### src/rtl/hazard_pkg.sv
// Shared types and constants for the EX-stage hazard/forwarding unit.
package hazard_pkg;

  localparam int REG_AW = 5;

  // Operand-select codes for the EX-stage 3-to-1 operand multiplexers
  localparam logic [1:0] FWD_RF  = 2'd0;  // ID/EX register value
  localparam logic [1:0] FWD_WB  = 2'd1;  // MEM/WB writeback data
  localparam logic [1:0] FWD_MEM = 2'd2;  // EX/MEM ALU result

  typedef logic [REG_AW-1:0] reg_addr_t;

  // Shadow of the instruction currently in EX
  typedef struct packed {
    reg_addr_t rs;
    reg_addr_t rt;
    reg_addr_t dest;
    logic      regwrite;
    logic      memread;
  } ex_slot_t;

  // Shadow of the instruction in MEM or WB; only the write target matters
  typedef struct packed {
    reg_addr_t dest;
    logic      regwrite;
  } wr_slot_t;

endpackage

### src/rtl/hazard_forward_unit_forward_select.sv
// Priority compare for one EX operand: the newest in-flight writer wins,
// and register 0 is never forwarded because it is hardwired to zero.
module forward_select
  import hazard_pkg::*;
#(
  parameter int W = REG_AW
) (
  input  logic [W-1:0] src,
  input  logic [W-1:0] mem_dest,
  input  logic         mem_regwrite,
  input  logic [W-1:0] wb_dest,
  input  logic         wb_regwrite,
  output logic [1:0]   sel
);

  // MEM is checked first so it overrides an older WB match
  always_comb begin
    sel = FWD_RF;
    if (mem_regwrite && (mem_dest != '0) && (mem_dest == src)) begin
      sel = FWD_MEM;
    end else if (wb_regwrite && (wb_dest != '0) && (wb_dest == src)) begin
      sel = FWD_WB;
    end
  end

endmodule

### src/rtl/hazard_forward_unit.sv
// Hazard and forwarding control beside the EX stage: shadows destination
// bookkeeping of EX/MEM/WB, selects operand sources, raises a one-cycle
// load-use stall, and counts stall and flush events.
module hazard_forward_unit
  import hazard_pkg::*;
#(
  parameter int REG_ADDR_W = REG_AW,
  parameter int CNT_W      = 16
) (
  input  logic                  clk,
  input  logic                  rst,
  input  logic                  id_valid,
  input  logic [REG_ADDR_W-1:0] id_rs,
  input  logic [REG_ADDR_W-1:0] id_rt,
  input  logic [REG_ADDR_W-1:0] id_dest,
  input  logic                  id_regwrite,
  input  logic                  id_memread,
  input  logic                  flush,
  output logic [1:0]            forward_a,
  output logic [1:0]            forward_b,
  output logic                  stall,
  output logic                  pc_we,
  output logic                  ifid_we,
  output logic [CNT_W-1:0]      stall_cnt,
  output logic [CNT_W-1:0]      flush_cnt
);

  ex_slot_t          ex_q, ex_d;
  wr_slot_t          mem_q, mem_d;
  wr_slot_t          wb_q, wb_d;
  logic [CNT_W-1:0]  stall_cnt_q, stall_cnt_d;
  logic [CNT_W-1:0]  flush_cnt_q, flush_cnt_d;
  logic              load_use;
  logic              stall_int;

  // Load in EX feeding the ID instruction; a taken branch kills ID instead
  always_comb begin
    load_use  = id_valid && ex_q.memread && (ex_q.dest != '0) &&
                ((ex_q.dest == id_rs) || (ex_q.dest == id_rt));
    stall_int = load_use && !flush;
  end

  // Advance the shadow pipeline; stalls and flushes inject a bubble into EX
  always_comb begin
    ex_d = '0;
    if (id_valid && !stall_int && !flush) begin
      ex_d.rs       = id_rs;
      ex_d.rt       = id_rt;
      ex_d.dest     = id_dest;
      ex_d.regwrite = id_regwrite;
      ex_d.memread  = id_memread;
    end
    mem_d.dest     = ex_q.dest;
    mem_d.regwrite = ex_q.regwrite;
    wb_d           = mem_q;
  end

  // Saturating event counters, held at all-ones once reached
  always_comb begin
    stall_cnt_d = stall_cnt_q;
    flush_cnt_d = flush_cnt_q;
    if (stall_int && (stall_cnt_q != '1)) stall_cnt_d = stall_cnt_q + CNT_W'(1);
    if (flush && (flush_cnt_q != '1))     flush_cnt_d = flush_cnt_q + CNT_W'(1);
  end

  // State registers; reset empties every slot and clears the counters
  always_ff @(posedge clk or posedge rst) begin
    if (rst) begin
      ex_q        <= '0;
      mem_q       <= '0;
      wb_q        <= '0;
      stall_cnt_q <= '0;
      flush_cnt_q <= '0;
    end else begin
      ex_q        <= ex_d;
      mem_q       <= mem_d;
      wb_q        <= wb_d;
      stall_cnt_q <= stall_cnt_d;
      flush_cnt_q <= flush_cnt_d;
    end
  end

  forward_select #(.W(REG_ADDR_W)) u_fwd_a (
    .src          (ex_q.rs),
    .mem_dest     (mem_q.dest),
    .mem_regwrite (mem_q.regwrite),
    .wb_dest      (wb_q.dest),
    .wb_regwrite  (wb_q.regwrite),
    .sel          (forward_a)
  );

  forward_select #(.W(REG_ADDR_W)) u_fwd_b (
    .src          (ex_q.rt),
    .mem_dest     (mem_q.dest),
    .mem_regwrite (mem_q.regwrite),
    .wb_dest      (wb_q.dest),
    .wb_regwrite  (wb_q.regwrite),
    .sel          (forward_b)
  );

  assign stall     = stall_int;
  assign pc_we     = !stall_int;
  assign ifid_we   = !stall_int;
  assign stall_cnt = stall_cnt_q;
  assign flush_cnt = flush_cnt_q;

endmodule

### config.mk
export PLATFORM = sky130hd
export DESIGN_NAME = hazard_forward_unit
export DESIGN_NICKNAME = d
export VERILOG_FILES = /design/src/rtl/hazard_pkg.sv /design/src/rtl/hazard_forward_unit_forward_select.sv /design/src/rtl/hazard_forward_unit.sv
export SDC_FILE = /design/constraint.sdc
export NUM_CORES = 1
export LEC_CHECK = 0
export ABC_AREA = 1
export BUFFER_PORTS_ARGS = -buffer_cell sky130_fd_sc_hd__buf_2
export CAP_MARGIN = 20
export CORE_ASPECT_RATIO = 2
export CORE_UTILIZATION = 50
export DETAILED_ROUTE_END_ITERATION = 8
export PLACE_DENSITY = 0.73
export SETUP_SLACK_MARGIN = 0.02
export SLEW_MARGIN = 20
export SYNTH_ARGS = -nofsm -noshare
export SYNTH_HDL_FRONTEND = slang
export SYNTH_SLANG_ARGS = --single-unit
### constraint.sdc
create_clock -name clk -period 5.1 [get_ports clk]
set_clock_uncertainty 0.2 [all_clocks]
set_input_delay 0.255 -clock clk [delete_from_list [all_inputs] [get_ports clk]]
set_output_delay 0.255 -clock clk [all_outputs]
set_load 0.01 [all_outputs]
# == Yosys cells after proc, flatten, opt, wreduce, memory -nomap -nowiden ==
# Index checks and enable logic that the tools add are counted.
# classes
eq_ne,8
n_addsub,2
n_reduce_logical,20
muxes,5
# ops
operator,count
"16-bit by 1-bit adder with 16-bit output, second input constant",2
"16-bit != test, second input constant",2
5-bit equality test,6
17-bit 2-to-1 mux,1
5-bit nonzero test,3
1-bit logical AND,14
2-bit 2-to-1 mux,2
1-bit logical NOT,2
1-bit 2-to-1 mux,2
1-bit logical OR,1
# word_totals
inputBits,21
elab_cells,46
reg_bits,61
output_inout_bits,39

# == Longest topological paths before layout ==
# logic_depth
word_depth,8
depth_mapped,10
ltp_nobuf,9

# == Cells and area by module ==
# A second synthesis with hierarchy kept.
# hier_totals
cells_unflattened,472
hier_area_um2,3435.8
# modules_own_cells
module,cells_per_inst,area_per_inst_um2,seq_area_each_um2,n_inst
hazard_forward_unit,372,3007.9,1526.5,1
forward_select,50,214.0,0.0,2

# == Worst setup path before layout ==
# Ideal clock, no wire load.
# synth_timing
path_type,register to register
startpoint,"register flush_cnt_q[0], in the netlist flush_cnt[0]"
endpoint,"register flush_cnt_q[4], in the netlist flush_cnt[4]"
path_slack_ns,3.277
period_less_slack_ns,1.823
setup_time_ns,0.120
arrival_ns,1.502
t_required_ns,4.780
path_stages_with_launch,10
path_cell_list,dfrtp_1 ha_1 nand3_1 nor3_2 nand3_1 nand2_2 inv_2 buf_6 nand3b_1 nand2_1
# synth_via
elab_chain_cells,2
elab_cells_between_ends,3
classes_between,add/sub: 1; eq/ne: 1; reduce/logical: 1
# synth_lines
element,line_no,text
start: declaration,hazard_forward_unit.sv:32,"logic [CNT_W-1:0] flush_cnt_q, flush_cnt_d;"
start signal: assignment,hazard_forward_unit.sv:79,flush_cnt_q <= flush_cnt_d;
branches (longest 2 deep; another with 16-bit by 1-bit adder with 16-bit output),--,
# Several ways; the timed one is not identified.
# A chain may end at the register's enable or synchronous reset.

# == Final worst setup path ==
# layout_timing
startpoint,input port id_rs[3]
endpoint,output port stall
# layout_via
elab_chain_cells,4
# layout_lines
element,line_no,text
start: declaration,hazard_forward_unit.sv:13,"input logic [REG_ADDR_W-1:0] id_rs,"
5-bit equality test,hazard_forward_unit.sv:39,((ex_q.dest == id_rs) || (ex_q.dest == id_rt));
1-bit logical OR,hazard_forward_unit.sv:39,
1-bit logical AND,hazard_forward_unit.sv:38,load_use = id_valid && ex_q.memread && (ex_q.dest != '0) &&
1-bit logical AND,hazard_forward_unit.sv:40,stall_int = load_use && !flush;
end: declaration,hazard_forward_unit.sv:21,"output logic stall,"
# No other way between the ends.

==> impl_results.rst <==
.. list-table::
   :header-rows: 1

   * - Metric
     - Value
   * - Status
     - finished clean
   * - Hold Fails Final Rpt
     - 0
   * - H-tree depth reported by CTS
     - 3
   * - Final design utilization
     - 66.0%
   * - Cells after Synth
     - 425
   * - Total length of routed met3 wires
     - 289 um
   * - Number of clock sinks
     - 61
   * - Fraction of final layout cells sized beyond drive strength 1
     - 17.8%
   * - Boundary pin count
     - 60
   * - Root buf cell
     - clkbuf_16
   * - Final Instance Count excl. Fillers
     - 597
   * - Uppermost metal layer occupied by signal nets
     - met4
   * - Number of buffers between clock root and the deepest sink
     - 2
   * - Share of the synthesized area in the top cell type
     - 45.9%
   * - Global route overflow
     - 0
   * - Cell area after synthesis
     - 3320 sq um
   * - HPWL after detailed placement
     - 5480 um
   * - Hold-critical path depth
     - 0
   * - Die outline height
     - 117 um
   * - Antenna diode count
     - 0
   * - Critical Path End Type
     - output port
   * - Top cells by area in the synthesized netlist
     - dfrtp_1 (46%), nand2_1 (15%), nor2_1 (6.4%), xnor2_1 (6.1%), nand4_1 (5.6%)
   * - Via count of the first global-routing pass
     - 2994
   * - Number of buffers inserted during clock tree synthesis
     - 9
   * - Number of cells after detailed placement
     - 563
   * - Buffers on Ports
     - 59
   * - Slew at the pin closest to its max-slew limit
     - 0.754 ns
   * - Length of the first detailed-routing pass in iterations
     - 5
   * - Min-Delay Path Class
     - flip-flop to flip-flop
   * - Area overhead of the layout relative to synthesis
     - 26.2%
   * - Vias/cell
     - 5.10
   * - Most common cell after layout, fill and taps aside
     - nand2_1
   * - Met1 WL
     - 2890 um
   * - WP data required
     - 4.64 ns
   * - Unrepaired setup endpoints after global routing
     - false
   * - Clock latency on the worst-skew pair
     - 0.33 ns
   * - Achievable clock frequency
     - 0.419 GHz
   * - Peak ir drop on the vdd network
     - 263 uV
   * - Maximum capacitance violations
     - 0
   * - WL/cell
     - 12.8 um
   * - Syn nets
     - 448
   * - Cell type with the highest aggregate area in the netlist
     - dfrtp_1
   * - Post-place instance area
     - 3680 sq um
   * - First-pass GRT wire length
     - 13000 um
   * - Most used cells in the layout excluding fill and tap cells
     - nand2_1 (129), dfrtp_1 (61), buf_2 (59)
   * - Signal arrival time at the worst endpoint
     - 1.93 ns
   * - Gpl congestion
     - 0.872
   * - CTS tree
     - yes
   * - Accumulated negative setup slack
     - 0 ns
   * - Total of cells resized after clock tree synthesis
     - 0
   * - Post-Layout Inst Area
     - 4200 sq um
   * - Number of unique standard cell types used by synthesis
     - 25
   * - Final setup violation count
     - 0
   * - End of the worst register-to-register path
     - flush_cnt[9]
   * - DIE WIDTH
     - 59.7 um
   * - Power per Cell Area
     - 344 nW/um^2
   * - Die area
     - 7000 sq um
   * - Final worst path period need
     - 2.39 ns
   * - Sequential fraction of the synthesis area
     - 45.9%
   * - Reported leakage power
     - 0.00225 uW
   * - Average size of a mapped cell
     - 7.82 sq um
   * - Cell Rows
     - 41
   * - Final-stage net count
     - 529
   * - Detailed-route wire length
     - 7660 um
   * - Residual DRC count
     - 0
   * - Core Box Area
     - 6360 sq um
   * - Reg2Reg Setup Slack
     - 2.99 ns
   * - Initial Util
     - 52.3%
   * - Type of the worst setup path
     - input port to output port
   * - Synth Register Bits
     - 61
   * - Final number of max-transition violations
     - 0
   * - Antenna violations before repair
     - 0
   * - Pin count of the biggest net entering global routing
     - 62
   * - Largest driver fanout on the critical path
     - 19
   * - Share of the clock period used by the worst path
     - 46.8%
   * - Number of synthesis warnings
     - 0
   * - Min Hold Slack
     - 0.148 ns
   * - Launching element type of the critical path
     - input port
   * - Hold-critical path endpoint
     - mem_q[0]
   * - Hold Crit Start
     - ex_q[1]
   * - Worst R2R Path Depth
     - 8
   * - Number of vias in the routed layout
     - 3046
   * - Met2 routed wirelength
     - 4230 um
   * - Headroom to the max-slew limit
     - 49.8%
   * - Clock-pin slew reported for the worst setup and hold paths after clock tree synthesis
     - 0.05 ns
   * - Routed Antenna Nets
     - 0
   * - Drt first-iter violations
     - 107
   * - Global-route usage over all layers
     - 24.9%
   * - Origin of the critical flop-to-flop path
     - flush_cnt[0]
==> worst max-delay path, cell delays in order <==
cell and delay (ns):
dlygate4sd3_1 0.52, buf_2 0.13, inv_1 0.05, nand2_1 0.06, nand2_1 0.05, nor2_1 0.11, nand3_1 0.10, nand2_2 0.31
nand2_2 0.15, inv_1 0.07, buf_2 0.12
==> cell type report <==
type	count	area, sq um
well taps	86	108
multi-input cells	307	1560
repair buffers	78	483
flip-flops and latches	61	1530
clock buffers	10	229
clock inverters	6	111
fillers	578	2160
inverters	49	184
==> state kept, by name, indices dropped and copies added, names as in the netlist <==
| name | cells |
|---|---|
| flush_cnt | 16 |
| mem_q | 6 |
| wb_q | 6 |
| ex_q | 17 |
| stall_cnt | 16 |
==> logic make-up (layout without fill, tap and decap cells) <==
kind of cell | Yosys count | after routing | synth area share [%]
xor gates and xnor gates | 39 | 39 | 10.3
AOI/OAI and AO/OA | 12 | 12 | 1.81
and+or+nand+nor | 254 | 254 | 33.9
DFF | 61 | 61 | 45.9
adders and majority gates | 2 | 2 | 0.753
buffers and inverters | 57 | 143 | 7.30
==> stage by stage <==
| stage | setup WS (ns) | total power (uW) |
|---|---|---|
| 4_1_cts | 2.73 | 1460 |
| 3_5_place_dp | 2.99 | 751 |
| 5_1_grt | 2.55 | 1500 |
| 6_report | 2.71 | 1440 |
| 3_3_place_gp | 3.07 | 745 |
| 2_1_floorplan | 3.13 | 683 |
==> report_power, final <==
group | switching (uW) | internal, uW | leakage, uW
registers | 47.2 | 521 | 0.000825
logic | 103 | 83.0 | 0.00126
clock network | 212 | 477 | 0.000163
total | 362 | 1080 | 0.00225
==> repair_timing <==
item                      4_1_cts  5_1_grt
setup buffers                   0        0
hold endpoints to repair       78        0
hold buffers                   18        0
==> how the worst max path moves through the flow <==
stage | start | to
floorplan | rst | ex_q[0]
CTS | id_rt[0] | stall
global placement | flush_cnt[1] | flush_cnt[14]
global route | id_rs[3] | stall
finish | id_rs[3] | stall
detailed placement | flush_cnt[0] | flush_cnt[9]
==> cells in the mapped netlist, drive strengths merged <==
cell    instances
nand2         134
dfrtp          61
nor2           59
inv            49
nand4          30
xnor2          23
nand3          21
xor2           16
o21ai          12
buf             8
nor3            5
nand3b          4
ha              2
and2            1
==> per-layer routing <==
metal  vias to the layer above  global-route usage [%]
li1                       1504                       -
met1                      1439                    26.6
met2                        83                    43.1
met3                        20                    5.51
met4                         0                    13.4
met5                         -                       0
(Power assumes the default switching activity.)
